[config.mk]
export PLATFORM = sky130hd
export DESIGN_NAME = if_stage
export DESIGN_NICKNAME = d
export VERILOG_FILES = /design/src/rtl/if_stage.sv
export SDC_FILE = /design/constraint.sdc
export NUM_CORES = 1
export LEC_CHECK = 0
export ABC_CLOCK_PERIOD_IN_PS = 2400
export CORE_ASPECT_RATIO = 0.7
export CORE_MARGIN = 10
export CORE_UTILIZATION = 40
export CTS_CLUSTER_DIAMETER = 60
export CTS_CLUSTER_SIZE = 28
export DETAILED_ROUTE_END_ITERATION = 12
export PLACE_DENSITY = 0.81
export SYNTH_ARGS = -nofsm -noshare
export SYNTH_HDL_FRONTEND = slang
export SYNTH_SLANG_ARGS = --single-unit
[constraint.sdc]
create_clock -name in_clk -period 2.4 [get_ports in_clk]
set_clock_uncertainty 0.2 [all_clocks]
set_input_delay 0.48 -clock in_clk [delete_from_list [all_inputs] [get_ports in_clk]]
set_output_delay 0.48 -clock in_clk [all_outputs]
set_load 0.005 [all_outputs]
[src/rtl/if_stage.sv]
// ---------------------------------------------------------------------------
// if_stage -- MIPS-style instruction fetch stage.
//
// Holds the PC, selects the next PC (sequential / branch / jump / jr),
// presents the PC to a combinational instruction memory and latches the
// returned word into the IF/ID pipeline register together with PC+4.
//
// Optional feature macro: BRANCH_DELAY_SLOT_EN
//   defined   : on a redirect the sequentially fetched instruction is kept
//               as a delay slot (valid, counted).
//   undefined : on a redirect IF/ID is flushed to a bubble (not counted).
//
// Pipeline handshake: there is no valid/ready pair here. in_stall is the
// only back-pressure: while it is high nothing advances, and it takes
// priority over any redirect requested in the same cycle.
// out_if_id_valid marks IF/ID as holding a real instruction (0 = bubble).
// ---------------------------------------------------------------------------
module if_stage #(
  parameter logic [31:0] RESET_PC = 32'h0040_0000
) (
  input  logic        in_clk,
  input  logic        in_rst_n,
  input  logic        in_stall,
  input  logic [1:0]  in_pc_sel,
  input  logic [31:0] in_branch_target,
  input  logic [31:0] in_jump_target,
  input  logic [31:0] in_jr_target,
  output logic [31:0] out_imem_addr,
  input  logic [31:0] in_imem_data,
  output logic [31:0] out_pc,
  output logic [31:0] out_if_id_instruction,
  output logic [31:0] out_if_id_pc4,
  output logic        out_if_id_valid,
  output logic [31:0] out_fetch_count
);

  // Bubble encoding: sll $0,$0,0 with a zero PC+4.
  localparam logic [31:0] BUBBLE_INSTR = 32'h0000_0000;
  localparam logic [31:0] BUBBLE_PC4   = 32'h0000_0000;

`ifdef BRANCH_DELAY_SLOT_EN
  localparam logic DELAY_SLOT = 1'b1;
`else
  localparam logic DELAY_SLOT = 1'b0;
`endif

  logic [31:0] r_pc;
  logic [31:0] r_instr;
  logic [31:0] r_pc4;
  logic        r_valid;
  logic [31:0] r_count;

  logic [31:0] w_pc4;
  logic [31:0] w_sel_target;
  logic [31:0] w_next_pc;
  logic        w_redirect;
  logic        w_load_valid;

  // PC+4 wraps naturally modulo 2^32.
  assign w_pc4        = r_pc + 32'd4;
  assign w_redirect   = (in_pc_sel != 2'b00);
  // A redirect keeps the fetched word only when delay slots are enabled.
  assign w_load_valid = !w_redirect || DELAY_SLOT;

  // Next-PC mux; the low two bits are forced to zero to keep word alignment.
  always_comb begin
    w_sel_target = w_pc4;
    case (in_pc_sel)
      2'b00:   w_sel_target = w_pc4;
      2'b01:   w_sel_target = in_branch_target;
      2'b10:   w_sel_target = in_jump_target;
      2'b11:   w_sel_target = in_jr_target;
      default: w_sel_target = w_pc4;
    endcase
    w_next_pc = {w_sel_target[31:2], 2'b00};
  end

  // PC, IF/ID register and fetch counter; stall freezes everything.
  always_ff @(posedge in_clk or negedge in_rst_n) begin
    if (!in_rst_n) begin
      r_pc    <= RESET_PC;
      r_instr <= BUBBLE_INSTR;
      r_pc4   <= BUBBLE_PC4;
      r_valid <= 1'b0;
      r_count <= 32'd0;
    end else if (!in_stall) begin
      r_pc <= w_next_pc;
      if (w_load_valid) begin
        r_instr <= in_imem_data;
        r_pc4   <= w_pc4;
        r_valid <= 1'b1;
        r_count <= r_count + 32'd1;
      end else begin
        r_instr <= BUBBLE_INSTR;
        r_pc4   <= BUBBLE_PC4;
        r_valid <= 1'b0;
      end
    end
  end

  assign out_imem_addr         = r_pc;
  assign out_pc                = r_pc;
  assign out_if_id_instruction = r_instr;
  assign out_if_id_pc4         = r_pc4;
  assign out_if_id_valid       = r_valid;
  assign out_fetch_count       = r_count;

endmodule
==> results of run 1 <==
-- report_power, final --
part	total (mW)	internal, mW	leakage (nW)	switching, mW
Sequential	2.53	2.30	1.62	0.228
Combinational	1.78	1.02	2.68	0.766
Clock	2.56	1.46	0.276	1.10
-- cell usage in the layout, fill, tap and decap left out, types with 9 or more instances in the layout --
master / netlist / final
a21oi_1: 10 / 10
a22oi_1: 10 / 10
a31oi_1: 9 / 9
and3_1: 13 / 13
and4_1: 12 / 12
buf_4: 36 / 69
clkbuf_16: 0 / 17
clkdlybuf4s50_1: 0 / 277
dfrtp_1: 124 / 123
mux2_2: 14 / 14
mux2i_1: 19 / 19
nand2_1: 142 / 142
nand3_1: 26 / 26
nand4_1: 29 / 29
nor2_1: 28 / 27
nor3_1: 26 / 26
o21ai_0: 57 / 57
xnor2_1: 24 / 24
xor2_1: 20 / 20
-- final timing paths --
| path | cells after the start | endpoint | start |
|---|---|---|---|
| worst max-delay path | 2 | out_imem_addr[22] | out_imem_addr[22] |
| worst min-delay path | 2 | out_if_id_instruction[2] | out_if_id_instruction[2] |
| worst max register to register | 7 | out_if_id_pc4[24] | out_imem_addr[2] |
| worst min register to register | 2 | out_if_id_instruction[2] | out_if_id_instruction[2] |
| max in group asynchronous | 3 | out_imem_addr[22] | in_rst_n |
| min in group asynchronous | 2 | out_if_id_instruction[22] | in_rst_n |
-- tightest hold or removal path, stage by stage (launching register included) --
cell	delay [ps]
dfrtp_1	340
nand2_1	50
o21ai_0	60
-- cell families after synthesis --
kind of cell             Yosys count  share of synthesized area (%)
AO/OA/AOI/OAI                    161                           15.7
XOR/XNOR                          44                           5.41
adder cells (fa/ha/maj)            2                          0.351
buffers and inverters            102                           7.53
flip-flops                       125                           43.9
multiplexers                      37                           6.14
other                              1                         0.0526
AND/OR/NAND/NOR                  305                           20.9
-- what timing repair did --
action,4_1_cts,5_1_grt
endpoints found under the hold margin,32,0
hold buffers,1,0
gates resized for setup,0,1
endpoints found under the setup margin,0,2
setup buffers,0,2
-- registers in the layout, indices dropped and copies added, names as in the netlist --
name                   cells
out_imem_addr             30
out_if_id_valid            1
out_if_id_pc4             30
out_if_id_instruction     32
out_fetch_count           32
-- layer usage --
metal | GRT usage (%) | share of wire [%]
met4 | 4.49 | 0.85
met5 | 0 | 0.047
met2 | 35.2 | 46
met3 | 9.22 | 11
met1 | 29.4 | 42
-- layout make-up --
class	instances	area, um2
Clock buffer	17	425
Clock inverter	15	150
Fill cell	1486	6400
Inverter	7	26.3
Multi-Input combinational cell	555	3490
Sequential cell	125	3130
Tap cell	231	289
Timing Repair Buffer	354	3400
-- per-stage QoR --
| step | hold slack (ps) | std cells | instance area [um2] | TNS, ps |
|---|---|---|---|---|
| 2_1_floorplan | -15.6 | 782 | 7150 | 0 |
| 3_3_place_gp | 263 | 1269 | 10300 | 0 |
| 3_5_place_dp | 272 | 1269 | 10300 | -30.4 |
| 4_1_cts | 287 | 1302 | 10900 | 0 |
| 5_1_grt | 311 | 1304 | 10900 | 0 |
| 6_report | 280 | 1304 | 10900 | 0 |
==> results.txt, run 1 <==
----------------------------------------------------
[Run status]
  Run status ... finished clean

[Worst setup path]
  Crit-path cells ... buf_6 -> clkdlybuf4s50_1
  Required time reported for the critical path endpoint ... 1720 ps
  Crit path kind ... flop to output pin
  Worst-path maximum fanout ... 8
  Worst Path Buf+Inv ... 2
  Nature of the critical path startpoint ... flop
  Nature of the critical path endpoint ... output pin
  Top Family by Delay on Critical Path ... buffers and inverters
  Peak per-stage delay on the critical path ... 590 ps
  Critical path data arrival time ... 1660 ps
  Setup slack on the worst flop-to-flop path ... 80 ps
  Cell type of the slowest stage on the worst timing path ... dfstp_2

[Synth]
  Fraction of post-synthesis cell area in the top cell type by area ... 43.5%
  Cell types occupying the most area after synthesis ... dfrtp_1 (44%), nand2_1 (7.5%), o21ai_0 (4.0%)
  Share of the yosys chip area belonging to registers ... 43.9%
  Post-Synthesis Mean Instance Area ... 9.17 um2
  Count of unique library cells instantiated by Yosys ... 67
  Flip-flop and latch count after synthesis ... 125
  Synth async-reset ratio ... 100%
  YS warnings ... 0
  Summed instance area of the synthesized netlist ... 7130 um2
  Count of flip-flops with a built-in enable after synthesis ... 0
  Ranking of synthesized cells by instance count ... nand2_1 (142), dfrtp_1 (124), o21ai_0 (57)
  Yosys top cell by area ... dfrtp_1
  Top-count cell post-synth ... nand2_1
  Instance count of the mapped netlist ... 777
  Main synth FF type ... dfrtp_1

[Min path]
  Hold/Removal Path Class ... flop to flop

[CTS]
  Clock tree sinks ... 125
  TritonCTS buffer count ... 17
  Clock tree buffer depth ... 2
  Clock Pin Slew Worst Setup and Hold Paths ... 60 ps
  H-tree level count ... 4
  TritonCTS clock tree ... done
  Worst skew pair latency ... 420 ps
  Clock root buffer ... clkbuf_16

[Global route]
  GRT Resource Usage Total ... 22.8%
  Number of global-route vias before repair ... 7,392
  Number of antenna violations at the first check in global routing ... 1
  Wire length of the first global-routing pass ... 43,600 um
  Largest net degree at the start of global routing ... 65
  Final global-route overflow total ... 0

[STA]
  Tcrit/Tclk final ... 97.4%
  Final min period ... 2340 ps
  Final WS setup ... 62.3 ps
  Slew of the pin with the lowest slew margin ... 580 ps
  Slew HR ... 61.0%
  Final max-slew violation count ... 0
  Count of endpoints failing hold in the final timing report ... 0
  Setup violations, final ... 0
  Max Clk Rate ... 428 MHz
  Unrepaired setup endpoints after global routing ... no

[Route]
  Post-route DRC violation count ... 0
  DR WL/cell ... 21.3 um
  Number of vias per cell ... 5.60
  Vias ... 7,305
  TritonRoute pass-1 iters ... 7
  Routed wire length ... 27,800 um
  Final ANT Viol Nets ... 0
  Starting DRT DRC Count ... 707

[Floorplanning]
  Starting Density ... 41.2%
  Std-Cell Core Area ... 17,300 um2
  Overall die width ... 180 um
  DIE AREA ... 23,600 um2
  Row cnt ... 40
  Die extent in y ... 132 um
  IO Count ... 294

[Power and ir drop]
  Overall power consumption ... 6.87 mW
  Peak supply drop ... 0.000409 V
  Total leakage power ... 4.57 nW
  Total power density per cell area ... 629 nW/um2

[Run]
  Maximum Capacitance Violations ... 0

[Placed design]
  GP Congestion ... 0.953
  Setup WS pre-CTS ... -27.7 ps
  Placed wire-length estimate after detailed placement ... 21,500 um
  Port Buffers ... 281

[Final layout]
  Final design utilization ... 63.0%
  Area Growth Syn to Fin ... 53.1%
  Antenna Diode Count ... 0
  Fraction of layout instances using a drive strength above 1 ... 13.2%
  Number of nets at the end of the flow ... 1,195

----------------------------------------------------
(Power assumes the default switching activity.)
==> inputs of run 2 (changes only) <==
--- a/config.mk
+++ b/config.mk
@@ -9,10 +9,10 @@
 export CORE_ASPECT_RATIO = 0.7
 export CORE_MARGIN = 10
 export CORE_UTILIZATION = 40
-export CTS_CLUSTER_DIAMETER = 60
 export CTS_CLUSTER_SIZE = 28
 export DETAILED_ROUTE_END_ITERATION = 12
 export PLACE_DENSITY = 0.81
+export SETUP_SLACK_MARGIN = 0.5
 export SYNTH_ARGS = -nofsm -noshare
 export SYNTH_HDL_FRONTEND = slang
 export SYNTH_SLANG_ARGS = --single-unit
==> run 2 against run 1 <==
Against the previous run:
- clock power rose by 7%
- via count rose by 13%
- combinational power is 35% higher
- design area grew 14%
- maximum frequency up 7.8%
- first-iteration DRC count rose by 33%
- register-to-register slack improved by 150 ps
- non-clock buffer count rose by 121
- sequential share of layout area decreased by 3.4 points
- die area unchanged
- critical path type is now flop to flop
- largest cell class is now buffers
==> results.txt, run 2 (synthesis gave the netlist of run 1 again) <==
----------------------------------------------------
[Run status]
  Run status ... finished clean

[Worst setup path]
  Worst Path Buf+Inv ... 1
  Critical path data arrival time ... 2260 ps
  Worst-path maximum fanout ... 7
  Nature of the critical path startpoint ... flop
  Top Family by Delay on Critical Path ... simple AND/OR/NAND/NOR gates
  Crit path kind ... flop to flop
  Crit-path cells ... buf_4 -> nand4_4 -> or4_4 -> o311a_1 -> a221o_1
  Nature of the critical path endpoint ... flop
  Cell type of the slowest stage on the worst timing path ... or4_4
  Required time reported for the critical path endpoint ... 2490 ps
  Peak per-stage delay on the critical path ... 620 ps

[CTS]
  TritonCTS buffer count ... 17
  Clock tree buffer depth ... 2
  Clock tree sinks ... 125
  Worst skew pair latency ... 420 ps
  H-tree level count ... 4
  TritonCTS clock tree ... done
  Clock Pin Slew Worst Setup and Hold Paths ... 70 ps
  Clock root buffer ... clkbuf_16

[Power and ir drop]
  Switching part of the total power ... 30.8%
  Share of power burned in registers ... 32.5%
  Design internal power ... 5.26 mW
  Peak supply drop ... 0.000473 V
  Portion of total power attributed to the clock network ... 36.0%
  Reported net switching power ... 2.34 mW
  Total power density per cell area ... 609 nW/um2
  Total leakage power ... 5.92 nW
  Proportion of power drawn by combinational gates ... 31.5%

[Global route]
  Global routing met1 resource utilization ... 30.5%
  Number of antenna violations at the first check in global routing ... 0
  Largest net degree at the start of global routing ... 65
  Layer with the highest usage after global routing ... met2
  Met3 Track Usage GR ... 8.86%
  Final global-route overflow total ... 0
  Global routing met2 resource utilization ... 40.3%
  Number of global-route vias before repair ... 8,032
  GRT Resource Usage Total ... 24.7%
  Wire length of the first global-routing pass ... 47,300 um

[Final layout]
  Antenna Diode Count ... 0
  Fraction of layout instances using a drive strength above 1 ... 31.2%
  Commonest non-fill, non-tap cells in the layout ... buf_4 (142), nand2_1 (138), clkdlybuf4s50_1 (124), dlygate4sd2_1 (111), dfrtp_1 (104)
  Leading cell type in the layout, fill and taps excluded ... buf_4
  Area Growth Syn to Fin ... 75.0%
  Total of fill cells in the finished design ... 1,204
  Number of nets at the end of the flow ... 1,316

[Route]
  Starting DRT DRC Count ... 943
  Post-route DRC violation count ... 0
  Routed wire length ... 32,800 um
  Number of vias per cell ... 5.78
  DR WL/cell ... 23.0 um
  Final ANT Viol Nets ... 0
  Vias ... 8,240
  TritonRoute pass-1 iters ... 6

[STA]
  Slew HR ... 58.6%
  Setup violations, final ... 0
  Final min period ... 2170 ps
  Final max-slew violation count ... 0
  Setup TNS Final ... 0 ps
  Final WS setup ... 232 ps
  Max Clk Rate ... 461 MHz
  Slew of the pin with the lowest slew margin ... 621 ps
  Count of endpoints failing hold in the final timing report ... 0
  Tcrit/Tclk final ... 90.3%
  Unrepaired setup endpoints after global routing ... yes
  WHS ... 271 ps

[Placed design]
  Port Buffers ... 281
  Placed wire-length estimate after detailed placement ... 20,800 um
  GP Congestion ... 0.953
  Setup WS pre-CTS ... 114 ps

[Floorplanning]
  Overall die width ... 180 um
  Row cnt ... 40
  Die extent in y ... 132 um
  IO Count ... 294
  Starting Density ... 41.2%
  DIE AREA ... 23,600 um2
  Std-Cell Core Area ... 17,300 um2

[Run]
  Maximum Capacitance Violations ... 0

[Min path]
  Hold/Removal Path Class ... flop to flop

----------------------------------------------------
-- run 2: changes by cell type in the layout (fill, tap and decap cells not counted), moves of 11 or more --
cell	change
buf_6	+53
dfrtp_1	-19
dlygate4sd2_1	+111
clkbuf_2	+11
clkdlybuf4s15_1	+20
nand3_1	-12
nor3_1	-14
buf_4	+73
clkdlybuf4s50_1	-153
dfrtp_2	+19
-- run 2: path summary, 6_finish.rpt --
| path | startpoint | slack (ps) | endpoint | cells past startpoint |
|---|---|---|---|---|
| min in group asynchronous | in_rst_n | 420 | out_if_id_instruction[23] | 2 |
| worst min-delay path | out_fetch_count[31] | 270 | out_fetch_count[31] | 1 |
| worst max register to register | out_imem_addr[5] | 230 | out_if_id_pc4[28] | 5 |
| worst max-delay path | out_imem_addr[5] | 230 | out_if_id_pc4[28] | 5 |
| worst min register to register | out_fetch_count[31] | 270 | out_fetch_count[31] | 1 |
| max in group asynchronous | in_rst_n | 930 | out_imem_addr[30] | 3 |
-- run 2: power by group through the flow --
stage	sequential (mW)	combinational, mW	clock, mW
2_1_floorplan	2.54	0.736	0
3_3_place_gp	2.56	1.70	0
3_5_place_dp	2.57	1.73	0
4_1_cts	2.45	2.05	2.73
5_1_grt	2.49	2.54	2.86
6_report	2.47	2.40	2.73
-- run 2: worst reg2reg max path: stages (launching register included) --
cell	delay [ps]
dfrtp_1	360
buf_4	140
nand4_4	100
or4_4	620
o311a_1	360
a221o_1	260
-- run 2: metrics by stage --
| step | utilization, % | std cells | cell area, um2 | total power, mW |
|---|---|---|---|---|
| 6_report | 72.1 | 1425 | 12500 | 7.60 |
| 5_1_grt | 72.1 | 1425 | 12500 | 7.88 |
| 4_1_cts | 68.1 | 1391 | 11800 | 7.24 |
| 3_5_place_dp | 59.7 | 1255 | 10300 | 4.30 |
| 3_3_place_gp | 59.7 | 1255 | 10300 | 4.26 |
| 2_1_floorplan | - | 782 | 7340 | 3.27 |
-- run 2: per-layer routing --
layer	vias up	routed length [um]
li1	3589	-
met5	-	0
met3	96	3660
met2	532	15800
met1	4023	12400
met4	0	935
-- run 2: repair_timing --
item                                    CTS  global route
buffers inserted                        101            33
gates resized for setup                 247           151
hold buffers                              1             0
hold endpoints to repair                 38             0
cloned                                    2             1
pin swaps                                17            36
endpoints found under the setup margin  202            96
-- run 2: area by class of cell --
class                           instances  area (um2)  share of cell area [%]
Timing Repair Buffer                  475        4360                    34.9
Tap cell                              231         289                    2.32
Sequential cell                       125        3150                    25.3
Multi-Input combinational cell        555        4040                    32.3
Clock buffer                           18         429                    3.44
Clock inverter                         14         183                    1.46
Inverter                                7        26.3                   0.211
==> inputs of run 3 (changes only) <==
--- a/config.mk
+++ b/config.mk
@@ -6,12 +6,15 @@
 export NUM_CORES = 1
 export LEC_CHECK = 0
 export ABC_CLOCK_PERIOD_IN_PS = 2400
+export CAP_MARGIN = 0
+export CELL_PAD_IN_SITES_DETAIL_PLACEMENT = 1
+export CELL_PAD_IN_SITES_GLOBAL_PLACEMENT = 2
 export CORE_ASPECT_RATIO = 0.7
 export CORE_MARGIN = 10
-export CORE_UTILIZATION = 40
+export CORE_UTILIZATION = 22
 export CTS_CLUSTER_SIZE = 28
 export DETAILED_ROUTE_END_ITERATION = 12
-export PLACE_DENSITY = 0.81
+export PLACE_DENSITY = 0.79
 export SETUP_SLACK_MARGIN = 0.5
 export SYNTH_ARGS = -nofsm -noshare
 export SYNTH_HDL_FRONTEND = slang
==> run 3 against run 2 <==
Against the previous run:
- clock power down 5%
- via count down 3.2%
- combinational power up 8.3%
==> results.txt, run 3 (synthesis gave the netlist of run 1 again) <==
----------------------------------------------------
[STA]
  Slew HR ... 66.3%
  Setup violations, final ... 0
  Count of endpoints failing hold in the final timing report ... 0
  Slew of the pin with the lowest slew margin ... 505 ps
  Final max-slew violation count ... 0
  Final min period ... 2100 ps
  Tcrit/Tclk final ... 87.5%
  Setup TNS Final ... 0 ps
  Unrepaired setup endpoints after global routing ... yes
  Max Clk Rate ... 476 MHz

[Floorplanning]
  Die extent in y ... 171 um
  IO Count ... 294
  Starting Density ... 22.2%
  Overall die width ... 235 um
  Row cnt ... 55
  DIE AREA ... 40,100 um2
  Std-Cell Core Area ... 32,100 um2

[Power and ir drop]
  Share of power burned in registers ... 32.2%
  Total leakage power ... 6.14 nW
  Peak supply drop ... 0.000365 V
  Portion of total power attributed to the clock network ... 33.8%
  Switching part of the total power ... 32.3%
  Proportion of power drawn by combinational gates ... 33.9%
  Total power density per cell area ... 588 nW/um2
  Reported net switching power ... 2.48 mW
  Design internal power ... 5.19 mW

[Min path]
  Number of cells traversed by the worst hold path ... 1
  Worst Hold Launch ... out_fetch_count[31]
  Worst min-delay path endpoint ... out_fetch_count[31]
  Hold/Removal Path Class ... flop to flop

[Final layout]
  Final cell area excluding filler cells ... 13,000 um2
  Leading cell type in the layout, fill and taps excluded ... buf_4
  Fraction of layout instances using a drive strength above 1 ... 36.5%
  Area Growth Syn to Fin ... 82.9%
  Number of nets at the end of the flow ... 1,363
  Commonest non-fill, non-tap cells in the layout ... buf_4 (170), nand2_1 (139), clkdlybuf4s50_1 (122), dfrtp_1 (103), dlygate4sd2_1 (98)

[Global route]
  Number of global-route vias before repair ... 8,392
  GRT Resource Usage Total ... 17.5%
  Wire length of the first global-routing pass ... 53,700 um
  Final global-route overflow total ... 0
  Number of antenna violations at the first check in global routing ... 3
  Largest net degree at the start of global routing ... 82

[Route]
  Routed wire length ... 37,800 um
  Number of vias per cell ... 4.78
  Starting DRT DRC Count ... 547
  Vias ... 7,974
  DR WL/cell ... 22.7 um
  Post-route DRC violation count ... 0
  Final ANT Viol Nets ... 0
  TritonRoute pass-1 iters ... 5

[Run status]
  Run status ... finished clean

[Worst setup path]
  Cell type of the slowest stage on the worst timing path ... or4_4
  Worst Path Buf+Inv ... 1
  Setup slack on the worst flop-to-flop path ... 300 ps
  Worst-path maximum fanout ... 6
  Beginning of the worst register-to-register path ... out_imem_addr[7]
  Nature of the critical path endpoint ... flop
  Peak per-stage delay on the critical path ... 600 ps
  Critical path data arrival time ... 2220 ps
  Crit Reg-Reg Endpoint ... out_if_id_pc4[28]
  Crit-path cells ... buf_6 -> nand4_4 -> or4_4 -> o311a_1 -> a221o_1
  Required time reported for the critical path endpoint ... 2520 ps
  Top Family by Delay on Critical Path ... simple AND/OR/NAND/NOR gates
  Crit path kind ... flop to flop
  Reg2Reg Depth ... 5
  Nature of the critical path startpoint ... flop

[CTS]
  H-tree level count ... 4
  TritonCTS clock tree ... done
  Clock Pin Slew Worst Setup and Hold Paths ... 70 ps
  Worst skew pair latency ... 440 ps
  Clock root buffer ... clkbuf_16
  TritonCTS buffer count ... 17
  Clock tree sinks ... 125
  Clock tree buffer depth ... 2

[Placed design]
  Post-detailed-placement cell area ... 10,800 um2
  GP Congestion ... 0.837
  Port Buffers ... 281
  Placed wire-length estimate after detailed placement ... 25,700 um

[Run]
  Maximum Capacitance Violations ... 0

----------------------------------------------------
-- run 3: cell types whose count changed in the layout (fill, tap and decap cells not counted), moves of 4 or more --
cell | previous run | this run
buf_4 | 142 | 170
buf_6 | 54 | 81
dlygate4sd2_1 | 111 | 98
clkbuf_2 | 11 | 20
buf_2 | 2 | 10
clkdlybuf4s15_1 | 20 | 12
nand3_4 | 6 | 2
-- run 3: how the worst max path moves through the flow --
stage,depth (start not counted),start,to
after detailed placement,7,in_pc_sel[0],out_if_id_instruction[20]
final,5,out_imem_addr[7],out_if_id_pc4[28]
after CTS,5,out_imem_addr[7],out_if_id_pc4[28]
after floorplan,6,out_imem_addr[5],out_if_id_pc4[28]
after global routing,8,out_imem_addr[12],out_if_id_pc4[25]
after global placement,5,in_pc_sel[0],out_imem_addr[5]
-- run 3: power by group through the flow --
stage	Sequential (mW)	Combinational (mW)	Clock, mW
6_report	2.47	2.60	2.59
5_1_grt	2.49	2.78	2.76
3_5_place_dp	2.59	1.86	0
3_3_place_gp	2.57	1.84	0
4_1_cts	2.47	2.28	2.66
2_1_floorplan	2.54	0.736	0
-- run 3: through the flow --
stage / power (mW) / std cells / util [%] / hold WS (ps) / worst slack (ps)
floorplan: 3.27 / 782 / - / -15.6 / 218
global route: 8.03 / 1669 / 40.6 / 285 / 198
global placement: 4.41 / 1477 / 33.6 / 263 / 61.6
finish: 7.66 / 1669 / 40.6 / 274 / 300
CTS: 7.41 / 1628 / 38.7 / 279 / 338
detailed placement: 4.44 / 1477 / 33.6 / 272 / -0.595
-- run 3: per-layer routing --
metal	share of wire, %	vias up	global-route usage [%]
li1	-	3687	-
met1	43	4003	21.9
met2	48	234	27.5
met3	6.5	48	5.77
met4	2.3	2	6.80
met5	0.034	-	0
-- run 3: what timing repair did --
item | 4_1_cts | 5_1_grt
setup endpoints to repair | 203 | 106
gates cloned | 0 | 2
hold buffers | 1 | 0
setup buffers | 118 | 38
pin swaps | 32 | 63
gates resized for setup | 337 | 145
hold endpoints to repair | 42 | 0
-- run 3: area by class of cell --
class | count | area [um2]
fill | 3654 | 19100
timing repair buffer | 522 | 4700
multi-input combinational | 555 | 4040
sequential | 125 | 3160
tap | 427 | 534
clock buffer | 18 | 439
clock inverter | 14 | 134
inverter | 7 | 26.3
antenna | 1 | 2.50
-- run 3: worst register-to-register path, delay by kind of cell (launching register included) --
family,cells,cell delay [ps]
AOI/OAI and AO/OA,2,580
DFF,1,400
buffers and inverters,1,130
and+or+nand+nor,2,670
